--- src/rtl/div_datapath.sv ---
// Datapath of the restoring shift-subtract unsigned divider: remainder/quotient
// shift register, divisor register, trial-subtract ALU and result capture.
module div_datapath #(
  parameter int WIDTH = 32
) (
  input  logic             clk,
  input  logic             Reset,
  input  logic [WIDTH-1:0] Dividend,
  input  logic [WIDTH-1:0] Divisor,
  input  logic             W_ctrl,
  input  logic [5:0]       SUBU_ctrl,
  input  logic             SRL_ctrl,
  input  logic             SLL_ctrl,
  input  logic             Ready,
  output logic             MSB,
  output logic [WIDTH-1:0] Quotient,
  output logic [WIDTH-1:0] Remainder,
  output logic             Valid,
  output logic             DivZero
);

  localparam logic [5:0] SUBU_OP = 6'b100011;

  logic [2*WIDTH:0] rem_q, rem_d;
  logic [WIDTH-1:0] div_q, div_d;
  logic             dz_q, dz_d;
  logic             ready_dly_q, ready_dly_d;
  logic [WIDTH-1:0] quot_q, quot_d;
  logic [WIDTH-1:0] remd_q, remd_d;
  logic             valid_q, valid_d;
  logic             divzero_q, divzero_d;

  logic [WIDTH:0]   upper;
  logic [WIDTH-1:0] lower;
  logic [WIDTH+1:0] diff;
  logic             subu_active;
  logic             capture;

  // Upper part is WIDTH+1 bits so a large divisor never loses its top bit on shift.
  always_comb begin
    upper       = rem_q[2*WIDTH:WIDTH];
    lower       = rem_q[WIDTH-1:0];
    diff        = {1'b0, upper} - {2'b0, div_q};
    MSB         = diff[WIDTH+1];
    subu_active = (SUBU_ctrl == SUBU_OP);
  end

  always_comb begin
    rem_d = rem_q;
    div_d = div_q;
    dz_d  = dz_q;
    if (W_ctrl) begin
      rem_d = {{(WIDTH+1){1'b0}}, Dividend};
      div_d = Divisor;
      dz_d  = (Divisor == '0);
    end else if (subu_active && SLL_ctrl) begin
      if (!MSB) rem_d = {diff[WIDTH-1:0], lower, 1'b1};
      else      rem_d = {rem_q[2*WIDTH-1:0], 1'b0};
    end else if (subu_active) begin
      if (!MSB) rem_d = {diff[WIDTH:0], lower};
    end else if (SLL_ctrl && SRL_ctrl) begin
      rem_d = rem_q;
    end else if (SLL_ctrl) begin
      rem_d = {rem_q[2*WIDTH-1:0], 1'b0};
    end else if (SRL_ctrl) begin
      rem_d = {1'b0, upper[WIDTH:1], lower};
    end
  end

  // Results are captured only on the rising edge of Ready, so a held Ready pulses Valid once.
  always_comb begin
    ready_dly_d = Ready;
    capture     = Ready && !ready_dly_q;
    valid_d     = capture;
    quot_d      = quot_q;
    remd_d      = remd_q;
    divzero_d   = divzero_q;
    if (capture) begin
      quot_d    = lower;
      remd_d    = rem_q[2*WIDTH-1:WIDTH];
      divzero_d = dz_q;
    end
  end

  always_ff @(posedge clk) begin
    if (Reset) begin
      rem_q       <= '0;
      div_q       <= '0;
      dz_q        <= 1'b0;
      ready_dly_q <= 1'b0;
      quot_q      <= '0;
      remd_q      <= '0;
      valid_q     <= 1'b0;
      divzero_q   <= 1'b0;
    end else begin
      rem_q       <= rem_d;
      div_q       <= div_d;
      dz_q        <= dz_d;
      ready_dly_q <= ready_dly_d;
      quot_q      <= quot_d;
      remd_q      <= remd_d;
      valid_q     <= valid_d;
      divzero_q   <= divzero_d;
    end
  end

  assign Quotient  = quot_q;
  assign Remainder = remd_q;
  assign Valid     = valid_q;
  assign DivZero   = divzero_q;

endmodule
--- config.mk ---
export PLATFORM = sky130hd
export DESIGN_NAME = div_datapath
export DESIGN_NICKNAME = d
export VERILOG_FILES = /design/src/rtl/div_datapath.sv
export SDC_FILE = /design/constraint.sdc
export NUM_CORES = 1
export LEC_CHECK = 0
export CAP_MARGIN = 20
export CORE_ASPECT_RATIO = 0.7
export CORE_MARGIN = 2
export CORE_UTILIZATION = 35
export CTS_CLUSTER_SIZE = 40
export DETAILED_ROUTE_END_ITERATION = 10
export DONT_BUFFER_PORTS = 1
export MAX_ROUTING_LAYER = met4
export PLACE_DENSITY_LB_ADDON = 0.05
export RECOVER_POWER = 25
export SYNTH_ARGS = -nofsm -noshare
export SYNTH_HDL_FRONTEND = slang
export SYNTH_SLANG_ARGS = --single-unit
--- constraint.sdc ---
create_clock -name clk -period 3.4 [get_ports clk]
set_input_delay 0.68 -clock clk [delete_from_list [all_inputs] [get_ports clk]]
set_output_delay 0.68 -clock clk [all_outputs]
set_load 0.1 [all_outputs]
==> results.ini <==
[worst_setup_path]
cp.required_ns=2.72
endpoint_kind=output pin
critical_path_arrival_ns=2.65
timing.rr.start=rem_q[32]$_SDFFE_PP0P_
r2r_cells=12
cp_common_cell=inv_1
critical_path.slowest_cell=ha_1
crit_type=flop to output pin
timing.rr.end=rem_q[58]$_SDFFE_PP0P_
regToRegSetupSlack_ns=0.16
cp_top_family=compound AO/OA/AOI/OAI gates
critPathMaxFanout=5
path_cells=inv_1, ha_1, o211ai_1, a21oi_1, buf_4, o211ai_4, a2111oi_4, nor2_2, inv_1, a21oi_4, buf_12
cp-start-kind=flop
path_buf_inv=4
slowest_delay_ns=0.35

[synth]
syn-cell-area_sq_mm=0.00896
yosys.area_share.simple_pct=21.2
synth_fa_ha_area_share_pct=4.69
yosys_register_bits=165
yosysSeqAreaShare_pct=36.9
synth_top_flop_cell=dfxtp_1
synth_cell_types=71
postSynthAreaPerCell_sq_um=7.69
synth-edff-count=0
synth_top_family_by_area=compound AO/OA/AOI/OAI gates
async_flop_share_pct=0
synth-xor-area-share_pct=2.84
synth_mux_area_share_pct=5.99
syn_inst=1165
synth.yosys.warnings=0
synth_fp_nets=1274
synth_compound_area_share_pct=22.8

[clock_tree]
cts.clk_slew.worst_paths_ns=0.07
htreeDepth=4
cts_sinks=165
cts_buffer_depth=2
cts_tree=yes
cts_buffers=17
clock-root-buffer=clkbuf_16
cts_hold_repair.buffers=0
clk-insertion-delay-late_ns=0.44

[floorplanning]
die_area_sq_mm=0.0269
rows=48
pin_count=143
initial_core_util_pct=35.9
die_y_um=138
die_w_um=195
fp.coreArea_sq_mm=0.0249

[global_routing]
gr-max-usage-layer=met1
first_global_vias=7330
met2_usage_pct=27.8
antenna_found_initial=0
grt_pass1_wl_mm=43.9
globalRouteTotalUtil_pct=21.7
globalRouteOverflowTotal=0
grt_max_degree=134
gr-usage-met1_pct=33.7
grtUsageMet3_pct=4.23

[run_status]
status=finished, final reports clean

[sta]
rsz0062_at_grt=yes
drv_slew=0
slew_headroom_pct=31.5
whs_ns=0.311
setup_viol=0
fin_crit_sh_pct=97.9
max_clock_freq_ghz=0.300
finalHoldViolations=0
clock-skew-final_ns=0.00796
fin_tns_setup_ns=0
finalCriticalPeriod_ns=3.33
tightestPinTransition_ns=1.03

[power_and_ir_drop]
vdd_ir_drop_max_mv=0.365
power_density_mw_per_mm2=496
p_leak_nw=3.82

[cells_and_area]
utilization_pct=39.9
fin_nets=1249
instances_no_fill=1478
register_area_sq_mm=0.00330
multi_input_area_sq_mm=0.00521
layout-drive-gt1-share_pct=8.67
fill_cells=2633
areaGrowthSynthToFinish_pct=11.0
antenna_cells=0

[detailed_routing]
wl_per_cell_um=19.1
vias=7960
drt-initial-drc-count=453
ant_nets=0
remaining_drc_errors=0
via_per_inst=5.39
wl_mm=28.3
dr.pass1.iters=5

[placement]
post-dp-hpwl_mm=19.0
place_congestion=0.894
numPortBuffers=0
dp.cells=1444

[min_path]
hold_start=Reset
hold_path_class=input port to flop
min_delay_path_depth=1
min_to=Quotient[23]$_SDFFE_PP0P_

[run]
cap_violations=0

routing by layer:
layer / vias up / wire length [um] / share of wire, %
met5: - / 0 / 0
met4: 0 / 250 / 0.88
met3: 14 / 1450 / 5.1
met2: 168 / 10800 / 38
met1: 3764 / 15700 / 56
li1: 4014 / - / -
Yosys cell counts (5+ instances only):
library cell / n / area, sq um
a211oi_1: 14 / 105
a21o_1: 10 / 75.1
a21oi_1: 186 / 931
a221oi_1: 5 / 43.8
a22o_1: 12 / 105
a32o_1: 9 / 90.1
and3_1: 13 / 81.3
buf_1: 9 / 33.8
buf_2: 7 / 35.0
buf_6: 5 / 56.3
clkbuf_1: 59 / 221
dfxtp_1: 165 / 3300
ha_1: 32 / 400
inv_1: 40 / 150
mux2_2: 5 / 56.3
mux2i_1: 48 / 480
nand2_1: 236 / 886
nand2b_1: 9 / 56.3
nand3_1: 38 / 190
nand4_1: 6 / 37.5
nor2_1: 94 / 353
nor2b_1: 6 / 37.5
nor3_1: 11 / 55.1
nor4_1: 7 / 43.8
o211ai_1: 11 / 82.6
o21ai_0: 28 / 140
o21ai_1: 6 / 30.0
o21bai_1: 5 / 37.5
xnor2_1: 19 / 166
xor2_1: 10 / 87.6
how the worst max path moves through the flow:
stage,startpoint,end,slack [ns],cells past startpoint
floorplan,rem_q[42]$_SDFFE_PP0P_,MSB,0.22,8
global placement,rem_q[49]$_SDFFE_PP0P_,rem_q[64]$_SDFFE_PP0P_,0.29,9
detailed placement,rem_q[49]$_SDFFE_PP0P_,rem_q[64]$_SDFFE_PP0P_,0.19,9
CTS,div_q[2]$_SDFFE_PP0P_,MSB,0.03,11
global route,div_q[2]$_SDFFE_PP0P_,MSB,-0.05,11
finish,div_q[2]$_SDFFE_PP0P_,MSB,0.07,11
layout by cell type, fill, tap and decap left out, types with 3 or more instances in the layout:
master and count:
o31ai_1 3, a32o_1 9, nor3_1 11, ha_1 29, ha_2 3, inv_6 3
nor2_1 93, clkbuf_16 17, o21a_1 4, a211oi_2 4, nand4_1 6, xnor2_1 19
nand2b_1 9, mux2i_1 48, and2_1 4, nor4_1 7, clkinvlp_4 4, a22o_1 12
o21ai_1 6, clkbuf_8 4, nor2b_1 5, buf_4 33, a21o_1 10, xor2_1 10
o211ai_1 11, nand3_1 38, a211oi_1 13, dfxtp_1 165, mux2_2 5, nor2_2 3
o21ai_0 28, a21oi_1 185, a221oi_1 5, nand2_1 236, and3_1 12, inv_1 40
o21bai_1 5
cell type report:
type	instances	share of cell area [%]
clock inverters	9	0.918
flip-flops and latches	165	33.2
multi-input cells	880	52.4
inverters	40	1.51
well taps	325	4.09
clock buffers	23	4.91
repair buffers	36	2.94
metrics by stage:
| step | instance area (sq um) | total power, mW | worst slack, ns |
|---|---|---|---|
| CTS | 9930 | 4.98 | 0.0274 |
| finish | 9950 | 4.93 | 0.0708 |
| detailed placement | 9310 | 2.99 | 0.191 |
| global placement | 9310 | 2.99 | 0.288 |
| global route | 9950 | 5.16 | -0.0493 |
| floorplan | 8960 | 2.84 | 0.218 |
sequential cells by signal (all words and copies together) (netlist names):
| name | count |
|---|---|
| rem_q | 65 |
| Quotient | 32 |
| Remainder | 32 |
| div_q | 32 |
| DivZero | 1 |
| Valid | 1 |
| dz_q | 1 |
| ready_dly_q | 1 |
logic make-up (layout without fill, tap and decap cells):
kind of cell	after synthesis	after routing
buf+inv	121	108
fa+ha+maj	33	33
mux	53	53
compound gates	326	326
flops	165	165
simple gates	438	439
xor+xnor	29	29
power by group:
part,switching (mW),leakage [nW],internal [mW]
combinational,0.474,2.20,0.316
clock,0.864,0.273,1.09
sequential,0.175,1.35,2.01
timing repair:
item                       CTS  global route
buffers inserted             1             0
pin swaps                    1             2
gates cloned                 0             1
setup endpoints to repair    1            16
gates resized for setup      6             8
hold endpoints to repair     0             0
Note: power is estimated with default switching activity, not from simulation.
